[config.mk]
export PLATFORM = sky130hd
export DESIGN_NAME = tour_cmd_seq
export DESIGN_NICKNAME = d
export VERILOG_FILES = /design/src/rtl/tour_cmd_seq.sv
export SDC_FILE = /design/constraint.sdc
export NUM_CORES = 1
export LEC_CHECK = 0
export CAP_MARGIN = 20
export CORE_UTILIZATION = 34
export DETAILED_ROUTE_END_ITERATION = 10
export PLACE_DENSITY = 0.88
export SETUP_SLACK_MARGIN = 0.4
export SYNTH_ARGS = -nofsm -noshare
export SYNTH_HDL_FRONTEND = slang
export SYNTH_SLANG_ARGS = --single-unit
[constraint.sdc]
create_clock -name clk -period 1.5 [get_ports clk]
set_input_delay 0.15 -clock clk [delete_from_list [all_inputs] [get_ports clk]]
set_output_delay 0.15 -clock clk [all_outputs]
set_load 0.02 [all_outputs]
[src/rtl/tour_cmd_seq.sv]
// tour_cmd_seq: replays a solved Knight's tour as paired vertical/horizontal
// move commands for cmd_proc, and passes UART commands straight through when
// no tour is being replayed. Owns the index into the solver's move memory.
module tour_cmd_seq #(
    parameter int NUM_MOVES = 24
) (
    input  logic        clk,
    input  logic        rst,
    input  logic        start_tour,
    input  logic [7:0]  move,
    input  logic [15:0] cmd_UART,
    input  logic        cmd_rdy_UART,
    input  logic        clr_cmd_rdy,
    input  logic        send_resp,
    output logic [4:0]  mv_indx,
    output logic [15:0] cmd,
    output logic        cmd_rdy,
    output logic [7:0]  resp
);

    typedef enum logic [2:0] {
        IDLE,
        VERT,
        HOLD_V,
        HORZ,
        HOLD_H
    } state_t;

    localparam logic [4:0] LAST_IDX  = 5'(NUM_MOVES - 1);
    localparam logic [3:0] OP_MOVE   = 4'h4;
    localparam logic [3:0] OP_FANFR  = 4'h5;
    localparam logic [7:0] HEAD_N    = 8'h00;
    localparam logic [7:0] HEAD_S    = 8'h7F;
    localparam logic [7:0] HEAD_E    = 8'hBF;
    localparam logic [7:0] HEAD_W    = 8'h3F;
    localparam logic [7:0] RESP_DONE = 8'hA5;
    localparam logic [7:0] RESP_BUSY = 8'h5A;

    state_t      state_q, state_d;
    logic [4:0]  mv_indx_q, mv_indx_d;

    logic [2:0]  move_bit;
    logic        dx_pos, dy_pos;
    logic [3:0]  dx_mag, dy_mag;
    logic [15:0] vert_cmd, horz_cmd;
    logic        last_move;

    // Decode the (lowest set bit of the) one-hot move into signed leg lengths.
    always_comb begin
        // NOTE: every always_comb output gets a default first, so no path
        // through the block can leave it unassigned and infer a latch.
        move_bit = 3'd0;
        dx_pos   = 1'b1;
        dy_pos   = 1'b1;
        dx_mag   = 4'd1;
        dy_mag   = 4'd2;
        // Scanning downward leaves the lowest set bit; all-zero stays bit 0.
        for (int i = 7; i >= 0; i--) begin
            if (move[i]) move_bit = 3'(i);
        end
        case (move_bit)
            3'd0: begin dx_pos = 1'b1; dx_mag = 4'd1; dy_pos = 1'b1; dy_mag = 4'd2; end
            3'd1: begin dx_pos = 1'b0; dx_mag = 4'd1; dy_pos = 1'b1; dy_mag = 4'd2; end
            3'd2: begin dx_pos = 1'b0; dx_mag = 4'd2; dy_pos = 1'b1; dy_mag = 4'd1; end
            3'd3: begin dx_pos = 1'b0; dx_mag = 4'd2; dy_pos = 1'b0; dy_mag = 4'd1; end
            3'd4: begin dx_pos = 1'b0; dx_mag = 4'd1; dy_pos = 1'b0; dy_mag = 4'd2; end
            3'd5: begin dx_pos = 1'b1; dx_mag = 4'd1; dy_pos = 1'b0; dy_mag = 4'd2; end
            3'd6: begin dx_pos = 1'b1; dx_mag = 4'd2; dy_pos = 1'b0; dy_mag = 4'd1; end
            3'd7: begin dx_pos = 1'b1; dx_mag = 4'd2; dy_pos = 1'b1; dy_mag = 4'd1; end
            default: ;
        endcase
    end

    assign vert_cmd  = {OP_MOVE,  (dy_pos ? HEAD_N : HEAD_S), dy_mag};
    assign horz_cmd  = {OP_FANFR, (dx_pos ? HEAD_E : HEAD_W), dx_mag};
    assign last_move = (mv_indx_q == LAST_IDX);

    // Next-state and move-index logic, paced by the cmd_proc handshake.
    always_comb begin
        state_d   = state_q;
        mv_indx_d = mv_indx_q;
        case (state_q)
            IDLE: begin
                if (start_tour) begin
                    mv_indx_d = 5'd0;
                    state_d   = VERT;
                end
            end
            VERT:   if (clr_cmd_rdy) state_d = HOLD_V;
            HOLD_V: if (send_resp)   state_d = HORZ;
            HORZ:   if (clr_cmd_rdy) state_d = HOLD_H;
            HOLD_H: begin
                if (send_resp) begin
                    if (last_move) begin
                        state_d = IDLE;
                    end else begin
                        mv_indx_d = mv_indx_q + 5'd1;
                        state_d   = VERT;
                    end
                end
            end
            default: state_d = IDLE;
        endcase
    end

    // State and move-index registers; reset abandons any tour in progress.
    always_ff @(posedge clk or posedge rst) begin
        if (rst) begin
            state_q   <= IDLE;
            mv_indx_q <= 5'd0;
        end else begin
            // NOTE: non-blocking assignments so every register samples the
            // values from before this edge, independent of statement order.
            state_q   <= state_d;
            mv_indx_q <= mv_indx_d;
        end
    end

    // Command mux and response byte decoded from the current state.
    always_comb begin
        cmd     = cmd_UART;
        cmd_rdy = 1'b0;
        resp    = RESP_BUSY;
        case (state_q)
            IDLE: begin
                cmd     = cmd_UART;
                cmd_rdy = cmd_rdy_UART;
                resp    = RESP_DONE;
            end
            VERT: begin
                cmd     = vert_cmd;
                cmd_rdy = 1'b1;
            end
            HOLD_V: cmd = vert_cmd;
            HORZ: begin
                cmd     = horz_cmd;
                cmd_rdy = 1'b1;
            end
            HOLD_H: begin
                cmd  = horz_cmd;
                resp = last_move ? RESP_DONE : RESP_BUSY;
            end
            default: ;
        endcase
    end

    assign mv_indx = mv_indx_q;

endmodule
=== Word level (Yosys, flattened, before mapping) ===
Memories as Yosys holds them, arrays and structs flattened.
Cells that the tools add are included.

* Input port bits: 30
* Logic and storage cells: 47
* Output and inout bits: 30
* Register bits: 8
* ROM bits: 48
* Memories kept: 1

* Reductions and logical operators: 7
* Add/subtract/negate cells: 1
* Equality and inequality tests: 11
* Mux-type cells: 25

{| class="wikitable"
|+ Memory list
! memory !! words !! bits a word !! read ports !! clocked after memory_dff !! write ports !! RTL line !! text
|-
| (name not given) || 8 || 6 || 1 || 0 || 0 || 61 || <nowiki>case (move_bit)</nowiki>
|}

{| class="wikitable"
|+ Operators by type and width
! kind !! count
|-
| two-way mux 3 bit || 13
|-
| one-hot mux 16 bit (2 select lines) || 1
|-
| two-way mux 8 bit || 2
|-
| one-hot mux 8 bit (2 select lines) || 1
|-
| two-way mux 5 bit || 3
|-
| one-hot mux 3 bit (5 select lines) || 1
|-
| inequality test 2 bit, second input constant || 6
|-
| one-hot mux 5 bit (2 select lines) || 1
|-
| two-way mux 7 bit || 1
|-
| equality test 3 x 2 -> 1 bit, second input constant || 2
|-
| OR reduction 2 bit || 3
|-
| adder 5 x 1 -> 5 bit, second input constant || 1
|-
| equality test 5 bit, second input constant || 1
|-
| AND reduction 5 bit || 1
|-
| AND reduction 4 bit || 1
|-
| equality test 3 x 1 -> 1 bit, second input constant || 1
|-
| equality test 3 bit, second input constant || 1
|-
| logical NOT 3 bit || 1
|-
| one-hot mux 1 bit (2 select lines) || 1
|-
| nonzero test 2 bit || 1
|-
| two-way mux 1 bit || 1
|}

=== Logic depth before layout (Yosys ltp) ===
An unclocked memory read counts as a cell.

* Word-level depth: 11
* Mapped depth: 7
* Mapped depth without buffers: 6

=== Least setup slack after synthesis ===
OpenSTA, ideal clock, no wires.

* Kind: reg-to-output
* From: register mv_indx_q[0] (netlist: mv_indx[0])
* To: output resp[2]
* Data arrival time: 1.652 ns
* Setup slack: -0.302 ns
* Cell stages (with the launch flop): 7
* Cells stage by stage: dfrtp_1 > ha_1 > nand4b_1 > nand2_1 > nand2_1 > inv_1 > buf_4

* Longest elaborated chain between the ends: 3

{| class="wikitable"
|+ RTL lines
! item !! RTL line !! text
|-
| start: declaration || 40 || <nowiki>logic [4:0] mv_indx_q, mv_indx_d;</nowiki>
|-
| start signal: assignment || 115 || <nowiki>mv_indx_q <= mv_indx_d;</nowiki>
|-
| equality test 5 bit || 76 || <nowiki>assign last_move = (mv_indx_q == LAST_IDX);</nowiki>
|-
| two-way mux 8 bit || 141 || <nowiki>resp = last_move ? RESP_DONE : RESP_BUSY;</nowiki>
|-
| one-hot mux 8 bit (2 select lines) || 124 || <nowiki>case (state_q)</nowiki>
|-
| end: declaration || 18 || <nowiki>output logic [7:0] resp</nowiki>
|}

Every way passes these cells.

=== Worst setup path in the final report ===
* From: register state_q[0]
* To: output cmd[0]

* Longest elaborated chain between the ends: 3

{| class="wikitable"
|+ RTL lines
! item !! RTL line !! text
|-
| start: declaration || 39 || <nowiki>state_t state_q, state_d;</nowiki>
|-
| start signal: assignment || 114 || <nowiki>state_q <= state_d;</nowiki>
|-
| equality test 3 bit (tied with other cells) || 124 ||
|-
| OR reduction 2 bit (no source line) || - ||
|-
| one-hot mux 16 bit (2 select lines) (*) || 124 ||
|-
| end: declaration || 16 || <nowiki>output logic [15:0] cmd,</nowiki>
|}

Mark *: on every way between the ends. The rest lies on a longest branch, timed or not.

==> flow_summary.json <==
{
  "die_w_um": 57.5,
  "hold_viol": 0,
  "cts_tree": "built",
  "final_cell_mix": "47 x buf_6, 34 x buf_4, 26 x nor2_1, 21 x clkdlybuf4s50_1, 9 x nand2_1",
  "cts_max_level": 1,
  "layout.nets": 292,
  "synth_top_flop_cell": "dfrtp_1",
  "ant_nets": 0,
  "overflow": 0,
  "io_pins": 60,
  "fp.dieH_um": 57.5,
  "initial_core_util": 0.370,
  "synth-edff-count": 0,
  "syn-num-nets": 186,
  "place_ws_ns": -0.843,
  "drv_slew": 0,
  "synthCells": 155,
  "critPathKind": "reg2out",
  "nFillCells": 115,
  "dp.cells": 266,
  "drt_first_pass_iters": 8,
  "timing.rr.end": "mv_indx[3]",
  "rsz0062_at_grt": "true",
  "cellLeakagePower_nw": 1.09,
  "clock_tree.buffer_depth": 2,
  "skew_ns": 0.0128,
  "hpwl_um": 2700,
  "status": "finished, violations left",
  "rr_worst_depth": 8,
  "power.total_mw": 5.77,
  "hold_buffers": 0,
  "max-vdd-ir-drop_v": 0.00153,
  "timing.rr.start": "state_q[0]",
  "period_share": 1.23,
  "power.density_mw_per_mm2": 2320,
  "vias": 1829,
  "violations": "design-rule violations, negative setup slack",
  "clkTransAtPathRegs_ns": 0.06,
  "core_mm2": 0.00283,
  "n_antenna_cell": 0,
  "wl_per_cell_um": 23.0,
  "avgViaCountPerCell": 6.31,
  "multiInputGateArea_mm2": 0.00107,
  "gp_congestion": 0.879,
  "cap_violations": 0,
  "place.port_buffers": 59,
  "period_minus_slack_ns": 1.85,
  "yosysWarnings": 0,
  "grt_antenna_before_repair": 0,
  "grt_first_pass_wirelength_um": 7790,
  "async_reset_ff_frac": 1.00,
  "area.growth.synth_to_final_pct": 137,
  "synth.distinct_cells": 41,
  "ys_seq_elements": 8,
  "hold_path_class": "in2async",
  "numCtsBuffers": 3,
  "drive_above_1_share": 0.614,
  "routed_wl_um": 6670,
  "avgSynthCellArea_um2": 6.75,
  "layout.area.seq_um2": 206,
  "startpoint_type": "flip-flop",
  "end_kind": "primary output",
  "cts.sink_count": 8,
  "die-area_mm2": 0.00330,
  "grt_pass1_vias": 1708,
  "setup_violations": 31,
  "worst_pin_slew_ns": 0.356,
  "layout_commonest_cell": "buf_6",
  "clkLatencyLatePin_ns": 0.26,
  "worstPathArrival_ns": 1.70,
  "num_rows": 19,
  "grtUsageTotal": 0.310,
  "synth_seq_area_share": 0.191,
  "drtIter0Drc": 178,
  "cts_root_buf": "clkbuf_4",
  "fmax_ghz": 0.541,
  "grt_max_degree": 11,
  "netlist_area_mm2": 0.00105,
  "drcViolationCount": 5,
  "worst_slack_ns": -0.349,
  "crit_required_ns": 1.35,
  "regToRegSetupSlack_ns": -0.21,
  "cp_max_fo": 8,
  "final_cells": 290,
  "slew_headroom": 0.762
}
-- state kept, by name, summed over array words and instances, names as in the netlist --
| name | count |
|---|---|
| mv_indx | 5 |
| state_q | 3 |
-- cells by family after synthesis --
logic type / synth area share
XOR/XNOR: 0.0419
multiplexers: 0.0108
adder cells (fa/ha/maj): 0.0120
AND/OR/NAND/NOR: 0.398
flip-flops: 0.191
buffers and inverters: 0.102
AO/OA/AOI/OAI: 0.244
-- layout make-up --
type,instances,share of cell area
Tap cell,31,0.0156
Clock buffer,3,0.00907
Multi-Input combinational cell,128,0.429
Inverter,4,0.0111
Sequential cell,8,0.0832
Timing Repair Buffer,116,0.452
-- cell usage after synthesis, types with 2 or more instances --
| library cell | number | share of area |
|---|---|---|
| nor2_1 | 31 | 0.11 |
| nand2_1 | 16 | 0.057 |
| a21oi_1 | 15 | 0.072 |
| o21ai_1 | 12 | 0.057 |
| buf_4 | 8 | 0.057 |
| dfrtp_1 | 8 | 0.19 |
| and3_1 | 6 | 0.036 |
| o21ai_0 | 5 | 0.024 |
| xnor2_1 | 5 | 0.042 |
| buf_2 | 4 | 0.019 |
| nand3_1 | 4 | 0.019 |
| nor2b_1 | 4 | 0.024 |
| nor3_2 | 3 | 0.029 |
| a31oi_1 | 2 | 0.012 |
| clkbuf_1 | 2 | 0.0072 |
| inv_1 | 2 | 0.0072 |
| inv_2 | 2 | 0.0072 |
| nand2b_1 | 2 | 0.012 |
| o211ai_1 | 2 | 0.014 |
-- power breakdown --
part	total, mW	switching (mW)	leakage (nW)	internal, mW
Clock	0.164	0.0721	0.0138	0.0915
Sequential	0.387	0.115	0.100	0.272
Combinational	5.22	2.63	0.976	2.59
Total	5.77	2.81	1.09	2.96
-- metal layers --
layer,part of all wire,track usage,vias to the layer above
met5,0,0,-
met4,0.089,0.185,0
met3,0.097,0.0454,72
met2,0.50,0.581,176
met1,0.32,0.322,831
li1,-,-,750
-- how the worst max path moves through the flow --
stage | end | depth (start not counted) | start
finish | cmd[0] | 6 | state_q[0]
global route | cmd[0] | 6 | state_q[0]
CTS | cmd[6] | 6 | state_q[0]
detailed placement | cmd[1] | 6 | move[4]
global placement | cmd[1] | 6 | move[4]
floorplan | resp[2] | 6 | mv_indx[0]
-- repair_timing --
item | in CTS | in global routing
gates resized for setup | 226 | 38
setup buffers | 16 | 5
pin swaps | 27 | 13
endpoints found under the setup margin | 38 | 35
gates cloned | 0 | 0
-- critical path, cell delays in order (launching register included) --
cell	delay (ns)
dfrtp_2	0.46
buf_6	0.17
nor2_1	0.21
o21ai_1	0.10
a21oi_1	0.25
a211oi_2	0.08
buf_4	0.17
-- per-stage QoR --
| stage | TNS, ns | instance area [µm²] | util | hold WS, ns |
|---|---|---|---|---|
| after floorplan | 0 | 1180 | - | -0.0345 |
| after global placement | -10.86 | 1960 | 0.694 | 0.400 |
| after detailed placement | -11.37 | 1960 | 0.694 | 0.405 |
| after CTS | -2.22 | 2300 | 0.813 | 0.137 |
| after global routing | -7.68 | 2480 | 0.877 | 0.173 |
| final | -6.30 | 2480 | 0.877 | 0.130 |
Note: power is estimated with default switching activity, not from simulation.
